## src/rtl/icache_pkg.sv

```systemverilog
`default_nettype none
// ============================================================================
// Module      : icache_pkg
// Description : Shared types and constants for the instruction cache and
//               its line-refill controller.
// Revision    : 1.0 - initial release
// ============================================================================
package icache_pkg;

  // Refill controller states
  typedef enum logic [1:0] {
    IDLE = 2'd0,
    REQ  = 2'd1,
    WAIT = 2'd2
  } state_e;

  localparam int LINE_WORDS = 4;   // 32-bit words per line
  localparam int OFFS_W     = 2;   // word-offset field width
  localparam int BYTE_OFFS  = 2;   // byte-in-word bits, ignored on fetch

  typedef logic [127:0] line_t;

endpackage
`default_nettype wire

```

## src/rtl/icache_array.sv

```systemverilog
`default_nettype none
// ============================================================================
// Module      : icache_array
// Description : Tag, data and valid storage for a direct-mapped cache.
//               Combinational read port, single write port, and a flash
//               clear of every valid bit that overrides a same-cycle write.
// Revision    : 1.0 - initial release
// ============================================================================
module icache_array
  import icache_pkg::*;
#(
  parameter int SETS  = 16,
  parameter int TAG_W = 24,
  parameter int IDX_W = $clog2(SETS)
) (
  input  logic             clk,
  input  logic             rst_n,
  input  logic [IDX_W-1:0] i_rd_idx,
  output logic             o_rd_valid,
  output logic [TAG_W-1:0] o_rd_tag,
  output line_t            o_rd_line,
  input  logic             i_we,
  input  logic [IDX_W-1:0] i_wr_idx,
  input  logic [TAG_W-1:0] i_wr_tag,
  input  line_t            i_wr_line,
  input  logic             i_clr
);

  logic [SETS-1:0]  r_valid;
  logic [TAG_W-1:0] r_tag  [SETS];
  line_t            r_data [SETS];

  // Valid bits: flash clear has priority so an invalidate beats a fill
  always_ff @(posedge clk or negedge rst_n) begin
    if (!rst_n) begin
      r_valid <= '0;
    end else if (i_clr) begin
      r_valid <= '0;
    end else if (i_we) begin
      r_valid[i_wr_idx] <= 1'b1;
    end
  end

  // Tag and data storage carry no reset; validity is tracked separately
  always_ff @(posedge clk) begin
    if (i_we) begin
      r_tag[i_wr_idx]  <= i_wr_tag;
      r_data[i_wr_idx] <= i_wr_line;
    end
  end

  assign o_rd_valid = r_valid[i_rd_idx];
  assign o_rd_tag   = r_tag[i_rd_idx];
  assign o_rd_line  = r_data[i_rd_idx];

endmodule
`default_nettype wire

```

## src/rtl/icache_refill_ctrl.sv

```systemverilog
`default_nettype none
// ============================================================================
// Module      : icache_refill_ctrl
// Description : Direct-mapped instruction cache front end. Hits answer in
//               the same cycle; a miss stalls the CPU, issues one line
//               request, waits for the fill pulse, writes the line and
//               replays the lookup from IDLE with the current address.
// Revision    : 1.0 - initial release
// ============================================================================
module icache_refill_ctrl
  import icache_pkg::*;
#(
  parameter int SETS   = 16,
  parameter int LINE_W = 128,
  parameter int ADDR_W = 32
) (
  input  logic              clk,
  input  logic              rst_n,
  input  logic              cpu_req_i,
  input  logic [ADDR_W-1:0] cpu_addr_i,
  output logic              cpu_rdy_o,
  output logic [31:0]       cpu_data_o,
  input  logic              inv_i,
  output logic              ext_req_o,
  output logic [ADDR_W-1:0] ext_addr_o,
  input  logic              ext_rsp_i,
  input  logic [LINE_W-1:0] ext_data_i,
  output logic              busy_o
);

  localparam int c_idx_w  = $clog2(SETS);
  localparam int c_idx_lo = BYTE_OFFS + OFFS_W;
  localparam int c_tag_w  = ADDR_W - c_idx_lo - c_idx_w;
  localparam int c_miss_w = c_tag_w + c_idx_w;
  localparam int c_word_w = LINE_W / LINE_WORDS;

  state_e              r_state;
  logic [c_miss_w-1:0] r_miss;      // {tag,index} of the outstanding refill

  logic [OFFS_W-1:0]   w_offs;
  logic [c_idx_w-1:0]  w_idx;
  logic [c_tag_w-1:0]  w_tag;
  logic                w_rd_valid;
  logic [c_tag_w-1:0]  w_rd_tag;
  line_t               w_rd_line;
  logic                w_hit;
  logic                w_fill;
  logic                w_unused;

  assign w_offs   = cpu_addr_i[BYTE_OFFS +: OFFS_W];
  assign w_idx    = cpu_addr_i[c_idx_lo +: c_idx_w];
  assign w_tag    = cpu_addr_i[ADDR_W-1 -: c_tag_w];
  assign w_unused = ^cpu_addr_i[BYTE_OFFS-1:0];

  // Lookups are only honoured in IDLE; REQ/WAIT stall the CPU
  assign w_hit  = cpu_req_i && (r_state == IDLE) && w_rd_valid && (w_rd_tag == w_tag);
  assign w_fill = (r_state == WAIT) && ext_rsp_i;

  icache_array #(
    .SETS  (SETS),
    .TAG_W (c_tag_w),
    .IDX_W (c_idx_w)
  ) u_array (
    .clk        (clk),
    .rst_n      (rst_n),
    .i_rd_idx   (w_idx),
    .o_rd_valid (w_rd_valid),
    .o_rd_tag   (w_rd_tag),
    .o_rd_line  (w_rd_line),
    .i_we       (w_fill),
    .i_wr_idx   (r_miss[c_idx_w-1:0]),
    .i_wr_tag   (r_miss[c_miss_w-1 -: c_tag_w]),
    .i_wr_line  (line_t'(ext_data_i)),
    .i_clr      (inv_i)
  );

  // Refill sequencing: latch the missing line, pulse the request, await fill
  always_ff @(posedge clk or negedge rst_n) begin
    if (!rst_n) begin
      r_state <= IDLE;
      r_miss  <= '0;
    end else begin
      case (r_state)
        IDLE: begin
          if (cpu_req_i && !w_hit) begin
            r_miss  <= {w_tag, w_idx};
            r_state <= REQ;
          end
        end
        REQ:     r_state <= WAIT;
        WAIT:    if (ext_rsp_i) r_state <= IDLE;
        default: r_state <= IDLE;
      endcase
    end
  end

  assign cpu_rdy_o  = w_hit;
  assign cpu_data_o = w_rd_line[w_offs*c_word_w +: 32];
  assign ext_req_o  = (r_state == REQ);
  // Word address of the line; r_miss is only updated on a new miss so this holds
  assign ext_addr_o = {2'b00, r_miss, 2'b00};
  assign busy_o     = (r_state != IDLE);

endmodule
`default_nettype wire

```

## config.mk

```make
export PLATFORM = sky130hd
export DESIGN_NAME = icache_refill_ctrl
export DESIGN_NICKNAME = d
export VERILOG_FILES = /design/src/rtl/icache_pkg.sv /design/src/rtl/icache_array.sv /design/src/rtl/icache_refill_ctrl.sv
export SDC_FILE = /design/constraint.sdc
export NUM_CORES = 2
export LEC_CHECK = 0
export BUFFER_PORTS_ARGS = -buffer_cell sky130_fd_sc_hd__buf_2
export CAP_MARGIN = 5
export CORE_AREA = 2 2 403 485
export CTS_CLUSTER_DIAMETER = 60
export DETAILED_ROUTE_END_ITERATION = 12
export DIE_AREA = 0 0 405 487
export GPL_TIMING_DRIVEN = 0
export PLACE_DENSITY = 0.78
export RECOVER_POWER = 100
export SLEW_MARGIN = 20
export SYNTH_ARGS = -nofsm -noshare
export SYNTH_HDL_FRONTEND = slang
export SYNTH_SLANG_ARGS = --single-unit
```

## constraint.sdc

```tcl
create_clock -name clk -period 38 [get_ports clk]
set_input_delay 1.9 -clock clk [delete_from_list [all_inputs] [get_ports clk]]
set_output_delay 1.9 -clock clk [all_outputs]
set_load 0.01 [all_outputs]
```

==> metrics.cfg <==
[run_status]
status = finished with violations
violations = max-capacitance violations, max-slew violations

[global_route]
track_usage_pct = 27.8
antenna_found_initial = 62
grt_pass1_vias = 49569
grt-ovfl-total = 0
grt_pass1_wl_um = 381000
grt_start_max_net_pins = 47

[layout]
seq_area_mm2 = 0.0742
drive_gt1_share_pct = 26.4
nets = 4822
fill_cells = 13592
fin_util_pct = 56.1
area_delta_synth_final_pct = 13.0
multiInputGateArea_mm2 = 0.0202
finish.instance_area_mm2 = 0.108

[run]
maxCapViolCount = 52

[drt]
drt-total-wl_um = 273000
drt_iter0_markers = 8013
firstDrtPassIters = 8
vias = 49662
ant_nets = 0
vias_per_cell = 6.66
drc = 0
route.detailed.wl_per_inst_um = 36.6

[floorplanning]
pin_count = 232
fp.coreArea_mm2 = 0.193
dieArea_mm2 = 0.197
start_util_pct = 49.6
num_rows = 177
chipHeight_um = 487
dieWidth_um = 405

[yosys]
synth_seq_cells = 2478
synth_top_area_cell = edfxtp_1
yosysWarnings = 0
yosys-top-cells-area = edfxtp_1, mux4_2, dfrtp_1
yosysUniqueCellTypes = 69
yosysTopAreaCellShare_pct = 76.3
ys.flop_type = edfxtp_1
synthArstFlopShare_pct = 1.86
syn_inst = 3985
synth_edf_count = 2432
synth-seq-area-share_pct = 77.5
avgSynthCellArea_um2 = 24.0
yosysMostFrequentCell = edfxtp_1
synth_common_cells = edfxtp_1, mux4_2, buf_2, nor2_1, mux2i_1
syn_area_mm2 = 0.0957

[timing]
fmax_ghz = 0.0789
skew_ns = 0.0503
rsz0062_at_grt = no
setup_viol_count_final = 0
period_minus_slack_ns = 12.67
hold_viol = 0
worst_pin_slew_ns = 2.69
finalSetupTns_ns = 0
period_share_pct = 33.3
finalMaxSlewViolations = 933
max_slew_margin_pct = -79.6

[setup_path]
path_max_fanout = 10
arrival_ns = 10.77
startpoint_type = primary input
crit_required_ns = 36.10
endpoint_kind = primary output
timing_worst_setup_path_type = in2out

[power]
vdd_drop_max_mv = 0.0458
p_leak_nw = 33.6
power_density_mw_per_mm2 = 55.9

[clock_network]
numCtsBuffers = 220
cts.htree.levels = 4
holdBufCountCts = 0
insertion_delay_ns = 0.88
cts_setup_buffers = 0
root_buffer = clkbuf_16
cts_tree = built
post_cts_resized = 0
clk_pin_slew_ns = 0.06
cts_buffer_depth = 3
cts_num_sinks = 2478

[place]
hpwl_um = 172000
place_area_mm2 = 0.104
port_buffers = 220
place.gp.congestion = 0.928

[min_path]
hold_path_class = reg2reg

[worst max-delay path: stages]
cell and delay [ns]:
clkbuf_1 0.15, clkbuf_1 0.55, clkbuf_1 0.68, clkbuf_1 0.53, clkbuf_1 0.79, clkbuf_1 0.89, clkbuf_1 0.66, clkbuf_1 1.43
clkbuf_1 1.17, o21ai_0 0.50, nor4bb_1 0.38, nand4b_1 0.18, nor4_1 0.63, clkbuf_1 0.25
[flip-flops by register name, indices dropped and copies added (netlist names)]
signal and count:
r_miss 28, r_state 2, u_array.r_data 2048, u_array.r_tag 384
u_array.r_valid 16
[cells in the final DEF, fill, tap and decap left out, types with 13 or more instances in the layout]
cell type and instances:
diode_2 18, nand4_1 35, clkinv_2 43, buf_2 142, o21ai_0 42, mux2i_1 64
edfxtp_1 2432, bufinv_16 32, clkbuf_1 504, nor2_1 67, nand3_1 37, clkbuf_16 223
nand2b_1 14, a22oi_1 28, nor3_1 13, mux2_2 17, nand2_1 49, clkinv_1 49
mux4_1 13, and2_1 21, mux4_2 724, nor2b_1 19, clkbuf_2 15, buf_6 16
dfrtp_1 46
[routing by layer]
metal  global-route usage, %  vias to the layer above  wire, um
met5                       0                        -       494
met4                    14.6                       78     16300
met3                    8.17                      857     34900
met2                    42.8                     4276    128000
met1                    36.0                    25889     92700
li1                        -                    18562         -
[kinds of logic after synthesis]
kind of cell / share of synthesized area [%]
multiplexers: 18.3
buffers and inverters: 1.39
XOR/XNOR: 0.192
flip-flops: 77.5
AND/OR/NAND/NOR: 1.56
AO/OA/AOI/OAI: 1.11
other: 0.00392
[cell type report]
class	instances	area share (%)
Clock inverter	151	1.60
Timing Repair Buffer	447	1.59
Buffer	223	1.20
Clock buffer	260	5.30
Inverter	9	0.0312
Tap cell	2595	3.00
Multi-Input combinational cell	1278	18.7
Antenna cell	18	0.0416
Sequential cell	2478	68.5
[path summary, 6_finish.rpt]
check / from / endpoint / slack [ns] / depth (start not counted)
max: cpu_addr_i[6] / cpu_rdy_o / 25.33 / 14
min reg2reg: u_array.r_valid[10] / u_array.r_valid[10] / 0.50 / 2
max reg2reg: r_miss[1] / u_array.r_data[7][79] / 29.77 / 9
min: u_array.r_valid[10] / u_array.r_valid[10] / 0.50 / 2
min in group asynchronous: rst_n / u_array.r_valid[7] / 1.86 / 1
max in group asynchronous: rst_n / r_miss[24] / 34.60 / 1
[per-stage QoR]
stage	setup WS, ns	instances	total power, mW	hold WS [ns]
final	25.33	7459	6.05	0.502
after global routing	25.28	7451	6.18	0.523
after CTS	29.02	7441	6.09	0.501
after detailed placement	29.05	7030	3.80	0.488
after global placement	10.67	6803	3.79	0.478
after floorplan	24.48	3988	3.54	0.461
[where the power goes]
part           total (mW)  internal (mW)  switching, mW
Sequential           3.27           3.16          0.106
Clock                2.32           1.30           1.02
Combinational       0.461          0.163          0.298
Note: power is estimated with default switching activity, not from simulation.
